**src/rtl/multicycle_control_pkg.sv**
```systemverilog
// multicycle_control_pkg
// Shared encodings for the multicycle controller: FSM states, supported
// opcodes, ALU operation codes and datapath mux-select codes, plus a helper
// that classifies an opcode as supported.
package multicycle_control_pkg;

  typedef enum logic [2:0] {
    S_FETCH  = 3'd0,
    S_DECODE = 3'd1,
    S_EXEC   = 3'd2,
    S_MEM    = 3'd3,
    S_WB     = 3'd4,
    S_HALT   = 3'd5
  } state_e;

  localparam logic [6:0] OP_R      = 7'b0110011;
  localparam logic [6:0] OP_I      = 7'b0010011;
  localparam logic [6:0] OP_LOAD   = 7'b0000011;
  localparam logic [6:0] OP_STORE  = 7'b0100011;
  localparam logic [6:0] OP_BRANCH = 7'b1100011;
  localparam logic [6:0] OP_JAL    = 7'b1101111;
  localparam logic [6:0] OP_JALR   = 7'b1100111;

  localparam logic [1:0] ALU_ADD = 2'b00;
  localparam logic [1:0] ALU_SUB = 2'b01;
  localparam logic [1:0] ALU_RFN = 2'b10;  // R-type, ALU decodes funct
  localparam logic [1:0] ALU_IFN = 2'b11;  // I-type, ALU decodes funct

  localparam logic [1:0] PCS_ALU    = 2'b00;
  localparam logic [1:0] PCS_ALUOUT = 2'b01;
  localparam logic [1:0] PCS_JALR   = 2'b10;  // ALU result with bit0 cleared

  localparam logic [1:0] SRCA_PC    = 2'b00;
  localparam logic [1:0] SRCA_OLDPC = 2'b01;
  localparam logic [1:0] SRCA_RS1   = 2'b10;

  localparam logic [1:0] SRCB_RS2  = 2'b00;
  localparam logic [1:0] SRCB_FOUR = 2'b01;
  localparam logic [1:0] SRCB_IMM  = 2'b10;

  localparam logic [1:0] M2R_ALUOUT = 2'b00;
  localparam logic [1:0] M2R_MDR    = 2'b01;
  localparam logic [1:0] M2R_PC     = 2'b10;

  function automatic logic op_supported(input logic [6:0] op);
    return (op == OP_R) || (op == OP_I) || (op == OP_LOAD) || (op == OP_STORE) ||
           (op == OP_BRANCH) || (op == OP_JAL) || (op == OP_JALR);
  endfunction

endpackage

```
**src/rtl/multicycle_control.sv**
```systemverilog
// multicycle_control
// Control FSM for a multicycle RISC-V style datapath:
// FETCH -> DECODE -> EXEC -> (MEM) -> (WB) -> FETCH, HALT on an unsupported opcode.
// Ports:
//   clk, reset       clock, asynchronous active-high reset
//   opcode[6:0]      opcode from the external instruction register
//   mem_ready        memory finishes the current access this cycle
//   mem_read/write   memory requests
//   ir_write, pc_write, pc_write_cond, pc_source[1:0]
//   alu_src_a[1:0], alu_src_b[1:0], alu_op[1:0]
//   reg_write, mem_to_reg[1:0]
//   illegal_inst     sticky: high while halted on an unsupported opcode
//   instret          retired-instruction count (only with INSTRET_CNT_EN)
// Optional feature macro: INSTRET_CNT_EN (retired-instruction counter).
module multicycle_control
  import multicycle_control_pkg::*;
#(
  parameter int INSTRET_W = 32
) (
  input  logic       clk,
  input  logic       reset,
  input  logic [6:0] opcode,
  input  logic       mem_ready,
  output logic       mem_read,
  output logic       mem_write,
  output logic       ir_write,
  output logic       pc_write,
  output logic       pc_write_cond,
  output logic [1:0] pc_source,
  output logic [1:0] alu_src_a,
  output logic [1:0] alu_src_b,
  output logic [1:0] alu_op,
  output logic       reg_write,
  output logic [1:0] mem_to_reg,
  output logic       illegal_inst
`ifdef INSTRET_CNT_EN
  ,
  output logic [INSTRET_W-1:0] instret
`endif
);

  state_e state_q, state_d;

  always_ff @(posedge clk or posedge reset) begin
    if (reset) state_q <= S_FETCH;
    else       state_q <= state_d;
  end

  // Outputs are decoded from state/opcode; reset gates everything so that an
  // aborted instruction produces no further write pulses.
  always_comb begin
    state_d       = state_q;
    mem_read      = 1'b0;
    mem_write     = 1'b0;
    ir_write      = 1'b0;
    pc_write      = 1'b0;
    pc_write_cond = 1'b0;
    pc_source     = PCS_ALU;
    alu_src_a     = SRCA_PC;
    alu_src_b     = SRCB_RS2;
    alu_op        = ALU_ADD;
    reg_write     = 1'b0;
    mem_to_reg    = M2R_ALUOUT;
    illegal_inst  = 1'b0;
    if (!reset) begin
      case (state_q)
        S_FETCH: begin
          mem_read  = 1'b1;
          alu_src_b = SRCB_FOUR;
          if (mem_ready) begin
            ir_write = 1'b1;
            pc_write = 1'b1;
            state_d  = S_DECODE;
          end
        end
        S_DECODE: begin
          // branch/JAL target computed here into ALUOut
          alu_src_a = SRCA_OLDPC;
          alu_src_b = SRCB_IMM;
          state_d   = op_supported(opcode) ? S_EXEC : S_HALT;
        end
        S_EXEC: begin
          case (opcode)
            OP_R: begin
              alu_src_a = SRCA_RS1;
              alu_op    = ALU_RFN;
              state_d   = S_WB;
            end
            OP_I: begin
              alu_src_a = SRCA_RS1;
              alu_src_b = SRCB_IMM;
              alu_op    = ALU_IFN;
              state_d   = S_WB;
            end
            OP_LOAD, OP_STORE: begin
              alu_src_a = SRCA_RS1;
              alu_src_b = SRCB_IMM;
              state_d   = S_MEM;
            end
            OP_BRANCH: begin
              alu_src_a     = SRCA_RS1;
              alu_op        = ALU_SUB;
              pc_write_cond = 1'b1;
              pc_source     = PCS_ALUOUT;
              state_d       = S_FETCH;
            end
            OP_JAL: begin
              pc_write   = 1'b1;
              pc_source  = PCS_ALUOUT;
              reg_write  = 1'b1;
              mem_to_reg = M2R_PC;
              state_d    = S_FETCH;
            end
            OP_JALR: begin
              alu_src_a  = SRCA_RS1;
              alu_src_b  = SRCB_IMM;
              pc_write   = 1'b1;
              pc_source  = PCS_JALR;
              reg_write  = 1'b1;
              mem_to_reg = M2R_PC;
              state_d    = S_FETCH;
            end
            // opcode changed under us after DECODE: treat as illegal
            default: state_d = S_HALT;
          endcase
        end
        S_MEM: begin
          if (opcode == OP_LOAD) mem_read  = 1'b1;
          else                   mem_write = 1'b1;
          if (mem_ready) state_d = (opcode == OP_LOAD) ? S_WB : S_FETCH;
        end
        S_WB: begin
          reg_write  = 1'b1;
          mem_to_reg = (opcode == OP_LOAD) ? M2R_MDR : M2R_ALUOUT;
          state_d    = S_FETCH;
        end
        S_HALT: illegal_inst = 1'b1;
        default: state_d = S_FETCH;
      endcase
    end
  end

`ifdef INSTRET_CNT_EN
  logic [INSTRET_W-1:0] instret_q;
  logic                 retire;

  // An instruction retires when the FSM returns to FETCH from a working state.
  assign retire = (state_q == S_EXEC || state_q == S_MEM || state_q == S_WB) &&
                  (state_d == S_FETCH);

  always_ff @(posedge clk or posedge reset) begin
    if (reset)       instret_q <= '0;
    else if (retire) instret_q <= instret_q + {{(INSTRET_W-1){1'b0}}, 1'b1};
  end

  assign instret = instret_q;
`endif

endmodule
```
**config.mk**
```make
export PLATFORM = sky130hd
export DESIGN_NAME = multicycle_control
export DESIGN_NICKNAME = d
export VERILOG_FILES = /design/src/rtl/multicycle_control_pkg.sv /design/src/rtl/multicycle_control.sv
export SDC_FILE = /design/constraint.sdc
export NUM_CORES = 1
export LEC_CHECK = 0
export ABC_AREA = 1
export CAP_MARGIN = 20
export CORE_ASPECT_RATIO = 1.25
export CORE_MARGIN = 4
export CORE_UTILIZATION = 29
export CTS_CLUSTER_SIZE = 10
export DETAILED_ROUTE_END_ITERATION = 16
export SYNTH_ARGS = -nofsm -noshare
export SYNTH_HDL_FRONTEND = slang
export SYNTH_SLANG_ARGS = --single-unit
```
**constraint.sdc**
```tcl
create_clock -name clk -period 2.15 [get_ports clk]
set_input_delay 0.43 -clock clk [delete_from_list [all_inputs] [get_ports clk]]
set_output_delay 0.43 -clock clk [all_outputs]
set_load 0.1 [all_outputs]
```
After elaboration in Yosys (flattened, before gate mapping)
Index checks and enable logic that the tools add are counted.
{"block": "word_totals", "reg_bits": 3, "inputBits": 10, "elab_cells": 73}
{"block": "op_classes", "n_eq_ne": 14, "muxes": 41, "bitwise": 2, "n_reduce_logical": 15}
{"operator": "$eq A7 B7 Y1 const B", "count": 3}
{"operator": "$mux W2", "count": 10}
{"operator": "$mux W1", "count": 17}
{"operator": "$pmux W3 S5", "count": 1}
{"operator": "$eq A7 B6 Y1 const B", "count": 2}
{"operator": "$mux W3", "count": 4}
{"operator": "$pmux W2 S2", "count": 3}
{"operator": "$pmux W2 S3", "count": 2}
{"operator": "$pmux W3 S3", "count": 1}
{"operator": "$reduce_or A2 Y1", "count": 4}
{"operator": "$eq A7 B2 Y1 const B", "count": 1}
{"operator": "$eq A7 B5 Y1 const B", "count": 1}
{"operator": "$eq A3 B2 Y1 const B", "count": 2}
{"operator": "$eq A3 B3 Y1 const B", "count": 2}
{"operator": "$logic_or A1 B1 Y1", "count": 6}
{"operator": "$pmux W1 S2", "count": 3}
{"operator": "$reduce_or A6 Y1", "count": 1}
{"operator": "$ne A2 B2 Y1 const B", "count": 2}
{"operator": "$reduce_and A4 Y1", "count": 1}
{"operator": "$reduce_or A4 Y1", "count": 1}
{"operator": "$eq A3 B1 Y1 const B", "count": 1}
{"operator": "$logic_not A3 Y1", "count": 1}
{"operator": "$reduce_or A3 Y1", "count": 1}
{"operator": "$not A1 Y1", "count": 2}

Longest topological paths before layout
Gate-level depths: netlist (run 1).
{"block": "depth", "word_depth": 9, "mapped_depth": 10, "ltp_nobuf": 10}

Worst setup path before layout (run 1)
Ideal clock, no wire load.
{"block": "synth_timing", "path_kind": "input-to-output", "startpoint": "in reset", "endpoint": "out alu_src_b[1]", "t_arrival_ps": 3652, "path_slack_ps": -1932, "path_stages": 4, "n_path_buf": 1, "cell_sequence": "buf_2 nor3_1 nor3_1 nand2_1"}
{"block": "synth_between", "elab_chain_len": 1}
{"item": "start, declared", "line": "multicycle_control.sv:21", "source": "input logic reset,"}
{"item": "$mux W2", "line": "multicycle_control.sv:65", "source": "if (!reset) begin"}
{"item": "end, declared", "line": "multicycle_control.sv:31", "source": "output logic [1:0] alu_src_b,"}
Every way passes these cells.

Final worst setup path (run 1)
{"block": "layout_timing", "startpoint": "in opcode[2]", "endpoint": "out alu_op[1]"}
{"block": "layout_between", "elab_chain_len": 4, "elab_cells_between_ends": 6, "classes_between": "eq/ne (3); mux (3)"}
{"item": "start, declared", "line": "multicycle_control.sv:22", "source": "input logic [6:0] opcode,"}
{"item": "$eq A7 B7 Y1, or another cell as far along", "line": "multicycle_control.sv:83", "source": "case (opcode)"}
{"item": "$pmux W2 S3 *", "line": "multicycle_control.sv:83"}
{"item": "$mux W2 *", "line": "multicycle_control.sv:66", "source": "case (state_q)"}
{"item": "$mux W2 *", "line": "multicycle_control.sv:65"}
{"item": "end, declared", "line": "multicycle_control.sv:32", "source": "output logic [1:0] alu_op,"}
Every way passes the cells marked *; elsewhere a longest branch is shown, timed or not.

==> results of run 1 <==
stage by stage:
step	cell area (um2)	setup slack, ns	hold slack (ns)	utilization (%)	total power, mW
after detailed placement	1190	-0.285	0.582	73.2	0.853
after CTS	1250	0.0146	0.592	77.3	0.954
after global placement	1190	-0.160	0.568	73.2	0.847
final	1270	0.0946	0.377	78.6	0.960
after global routing	1270	0.00767	0.383	78.6	1.02
after floorplan	592	-0.293	0.415	-	0.595
final cells by class:
class,count,area [um2]
Multi-Input combinational cell,76,513
Clock buffer,4,26.3
Timing Repair Buffer,45,577
Inverter,16,60.1
Tap cell,18,22.5
Sequential cell,3,76.3
Fill cell,112,347
power groups by stage:
stage / combinational, mW / sequential [mW] / clock [mW]
global placement: 0.738 / 0.109 / 0
global route: 0.799 / 0.115 / 0.105
CTS: 0.748 / 0.109 / 0.0976
detailed placement: 0.744 / 0.109 / 0
floorplan: 0.491 / 0.103 / 0
finish: 0.755 / 0.112 / 0.0944
repair_timing:
item | CTS | global route
resized for setup | 23 | 9
setup buffers | 1 | 0
endpoints found under the setup margin | 13 | 11
pin swaps | 10 | 3
cells in the mapped netlist:
cell type / number / area (um2)
nor3_1: 5 / 25.0
nand4_1: 2 / 12.5
nand2_2: 1 / 6.26
o21ai_0: 3 / 15.0
nand2_1: 25 / 93.8
o211ai_1: 1 / 7.51
dfrtp_1: 3 / 75.1
o21ai_2: 2 / 17.5
inv_2: 3 / 11.3
a21oi_2: 1 / 8.76
nand3_1: 8 / 40.0
nor2_1: 18 / 67.6
nor2_4: 1 / 11.3
nor2_2: 1 / 6.26
nor3_2: 1 / 10.0
nand3_2: 1 / 10.0
inv_1: 13 / 48.8
a21oi_1: 5 / 25.0
nand4_2: 1 / 12.5
buf_2: 1 / 5.00
worst max path at each step:
stage                    endpoint  slack, ns      start  depth (start not counted)
floorplan            alu_src_b[1]      -0.29      reset                          4
global placement        alu_op[0]      -0.16  opcode[2]                          9
detailed placement      alu_op[0]      -0.28  opcode[2]                          9
CTS                 mem_to_reg[0]       0.01      reset                          6
global route            alu_op[0]      0.008  opcode[0]                         10
finish                  alu_op[1]       0.09  opcode[2]                          9
kinds of logic after synthesis:
family	share of synthesized area [%]
compound gates	14.5
flops	14.7
buf+inv	12.8
simple gates	58.0
routing by layer:
| layer | up-vias | wire length, um | GRT usage (%) |
|---|---|---|---|
| li1 | 405 | - | - |
| met1 | 368 | 708 | 17.7 |
| met2 | 20 | 1100 | 34.2 |
| met3 | 4 | 60 | 0 |
| met4 | 0 | 43 | 6.34 |
| met5 | - | 0 | 0 |
worst max-delay path, stage by stage:
cell and delay [ns]:
clkdlybuf4s15_1 0.22, nor2_2 0.16, nand2_2 0.09, inv_2 0.06, nand4_1 0.13, o21ai_2 0.12, inv_1 0.08, nor2_2 0.15
buf_12 0.19
==> flow_summary.ini, run 1 <==
[outcome]
status = completed

[global_routing]
grt_antenna_before_repair = 0
grt_pass1_vias = 787
track_usage_pct = 16.8
grt_pass1_wl_um = 3160
grt_start_max_net_pins = 9
overflow = 0

[synth]
synthesis.nets = 106
yosysWarnings = 0
synth_area_um2 = 509
seq_area_frac_synth_pct = 14.7
syn_avg_cell_area_um2 = 5.30
synth.ff_latch_count = 3
ys_types = 20
synthCells = 96

[detailed_routing]
first_pass_iters = 4
first_iter_violations = 8
ant_nets = 0
num_vias = 797
drcViolationCount = 0
wl_per_cell_um = 11.8
post_drt_via_cell_ratio = 4.92
wl_um = 1920

[timing]
post-route-min-period_ns = 2.06
tightest_slew_ns = 0.298
relSlewSlack_pct = 80.0
fmax_mhz = 487
finalHoldViolCount = 0
maxSlewViolCount = 0
min_period_over_period_pct = 95.6
rsz0062_at_grt = no
finalSetupTns_ns = 0
skew_ns = 0.00316
finalSetupViolCount = 0

[place]
portBuffers = 26
dp_cells = 157
post-dp-hpwl_um = 1600
place.gp.congestion = 0.835

[critical_path]
cp-start-kind = input port
r2r_setup_slack_ns = 0.78
path_class = in -> out
r2r_end = state_q[2]$_DFFE_PP0P_
crit_arrival_ns = 1.63
worstRegToRegCells = 8
cp-end-kind = primary output
rr_startpoint = state_q[2]$_DFFE_PP0P_
cp_max_fo = 4
critPathRequiredTime_ns = 1.72

[finish]
reg_top3 = state_q x3
final_nets = 155
largest_register = state_q
finalNonFillerCells = 162
layout_common_cells = nand2_1, buf_12, buf_4
largest_reg_flops = 3
diodes = 0
syn2layout_area_growth_pct = 150
drive_above_1_share_pct = 58.3

[die]
die_h_um = 54.9
core_um2 = 1620
start_util_pct = 31.4
die_x_um = 45.5
io_pins = 27
rows = 16
dieArea_um2 = 2490

[power_and_ir_drop]
ir_drop_mv = 0.563
switching_share_pct = 57.7
power.share.clock_pct = 9.8
p_comb_share_pct = 78.6
power_leakage_nw = 0.569
power.density_nw_per_um2 = 753
p_sw_uw = 555
seq_power_share_pct = 11.6
p_int_uw = 406

[cts]
clock-sinks = 3
numCtsBuffers = 3
cts_hold_buf = 0
cts_root_buffer = clkbuf_4
cts_tree = yes
clk_path_buf_depth = 2
clkLatencyLatePin_ns = 0.22
clkTransAtPathRegs_ns = 0.04
htreeDepth = 1

[worst_hold_path]
min_path_type = in -> async

[flow_run]
cap_violations = 0
(Power assumes the default switching activity.)
==> run 2, diff against run 1 <==
--- a/config.mk
+++ b/config.mk
@@ -5,12 +5,11 @@
 export SDC_FILE = /design/constraint.sdc
 export NUM_CORES = 1
 export LEC_CHECK = 0
-export ABC_AREA = 1
+export ABC_AREA = 0
 export CAP_MARGIN = 20
 export CORE_ASPECT_RATIO = 1.25
-export CORE_MARGIN = 4
+export CORE_MARGIN = 5
 export CORE_UTILIZATION = 29
-export CTS_CLUSTER_SIZE = 10
 export DETAILED_ROUTE_END_ITERATION = 16
 export SYNTH_ARGS = -nofsm -noshare
 export SYNTH_HDL_FRONTEND = slang
==> flow_summary.ini, run 2 <==
[power_and_ir_drop]
p_comb_share_pct = 36.4
ir_drop_mv = 0.226
power.share.clock_pct = 40.2
p_sw_uw = 72.4
p_int_uw = 169
power_leakage_nw = 0.581
p_total_uw = 242
seq_power_share_pct = 23.5
switching_share_pct = 29.9
power.density_nw_per_um2 = 178

[cts]
cts_root_buffer = clkbuf_4
numCtsBuffers = 3
clkLatencyLatePin_ns = 0.23
clkTransAtPathRegs_ns = 0.04
cts_tree = yes
htreeDepth = 1
cts_hold_buf = 0
clock-sinks = 3
clk_path_buf_depth = 2

[synth]
synthesis.nets = 86
ys_top_cells_by_count = nor2b_1, nor2_1, nand2b_1, nand3_1, a21oi_1
yosysWarnings = 0
syn_avg_cell_area_um2 = 7.26
synthDominantCellAreaShare_pct = 13.6
async_reset_ff_share_pct = 100
synth_area_um2 = 552
synth-main-ff-cell = dfrtp_1
seq_area_frac_synth_pct = 13.6
synthCells = 76
synth.ff_latch_count = 3
synthMostInstantiatedCell = nor2b_1
ys_types = 33
synthTopCellsByArea = dfrtp_1, nor2b_1, nand2b_1
synth_edf_count = 0
synth_top_area_cell = dfrtp_1

[global_routing]
track_usage_pct = 15.6
grt_pass1_vias = 846
grt_antenna_before_repair = 0
overflow = 0
grt_pass1_wl_um = 3710
grt_start_max_net_pins = 15

[critical_path]
r2r_setup_slack_ns = 0.69
crit_arrival_ns = 1.80
cp-start-kind = input port
startpoint = reset
cp_max_fo = 3
rr_startpoint = state_q[0]$_DFFE_PP0P_
critPathRequiredTime_ns = 1.72
path_class = in -> out
cp-end-kind = primary output

[finish]
reg_top3 = state_q x3
layout_common_cells = buf_4, buf_12, nor2b_1
syn2layout_area_growth_pct = 146
largest_register = state_q
num-fill-cells = 141
multiInputGateArea_um2 = 593
finalNonFillerCells = 148
diodes = 0
layout.cells.most_common = buf_4
seq_area_um2 = 78.8
final_util_pct = 76.1
drive_above_1_share_pct = 57.4
final_nets = 140
largest_reg_flops = 3

[timing]
maxSlewViolCount = 0
setup_slack_ns = -0.0841
rsz0062_at_grt = yes
skew_ns = 0.00566
post-route-min-period_ns = 2.23
fmax_mhz = 448
min_period_over_period_pct = 104
tightest_slew_ns = 0.287
finalHoldViolCount = 0
relSlewSlack_pct = 80.7
finalSetupTns_ns = -0.206
finalSetupViolCount = 3

[worst_hold_path]
min_path_type = in -> async

[outcome]
violations = negative setup slack
status = finished with violations

[detailed_routing]
num_vias = 782
first_iter_violations = 6
post_drt_via_cell_ratio = 5.28
ant_nets = 0
wl_per_cell_um = 13.9
drcViolationCount = 0
first_pass_iters = 4
wl_um = 2060

[flow_run]
cap_violations = 0

[die]
rows = 17
die_x_um = 49.0
die_h_um = 58.8
dieArea_um2 = 2880
core_um2 = 1790
start_util_pct = 30.9
io_pins = 27

[place]
dp_cells = 139
portBuffers = 26
place.gp.congestion = 0.850
pre_cts_ws_ns = -0.306
post-dp-hpwl_um = 1630
## run 2: cells by family (layout without fill, tap and decap cells)
logic type / count (synthesis) / count (layout) / synth area share [%]
buffers and inverters: 6 / 59 / 4.31
multiplexers: 1 / 1 / 2.04
AND/OR/NAND/NOR: 49 / 49 / 59.2
flip-flops: 3 / 3 / 13.6
AO/OA/AOI/OAI: 17 / 17 / 20.9
## run 2: per-layer routing
layer,up-vias,part of all wire [%],GRT usage [%]
li1,389,-,-
met1,360,37,16.6
met2,29,55,28.9
met3,4,6.1,3.29
met4,0,1.7,7.69
met5,-,0,0
## run 2: worst paths after layout
kind	endpoint	cells after the start
hold reg to reg	state_q[1]$_DFFE_PP0P_	3
min in group clk	state_q[1]$_DFFE_PP0P_	3
hold / removal	state_q[2]$_DFFE_PP0P_	4
setup reg to reg	state_q[0]$_DFFE_PP0P_	6
max in group asynchronous	state_q[1]$_DFFE_PP0P_	4
setup / recovery	alu_op[1]	5
## run 2: through the flow
| step | cell area [um2] | hold slack [ns] |
|---|---|---|
| floorplan | 673 | 0.389 |
| CTS | 1350 | 0.478 |
| global route | 1360 | 0.511 |
| detailed placement | 1270 | 0.773 |
| finish | 1360 | 0.483 |
| global placement | 1270 | 0.760 |
## run 2: power by group through the flow
stage               Sequential, mW  Clock, mW  Combinational, mW
CTS                         0.0567      0.102             0.0875
global placement            0.0575          0             0.0840
finish                      0.0567     0.0972             0.0880
global route                0.0567      0.105             0.0943
detailed placement          0.0575          0             0.0852
floorplan                   0.0575          0             0.0323
## run 2: layout make-up
class	count	area share [%]
well taps	19	1.75
flip-flops and latches	3	5.80
multi-input cells	67	43.6
clock buffers	4	1.93
inverters	2	0.552
repair buffers	53	46.3
## run 2: worst max-delay path, cell delays in order
cell and delay [ns]:
clkdlybuf4s15_2 0.20, nor4b_4 0.29, or3b_4 0.46, nor3b_4 0.22, buf_12 0.20
## run 2: timing repair
action	CTS	global route
endpoints found under the setup margin	16	8
pin swaps	8	4
gates resized for setup	20	2
buffers inserted	4	1
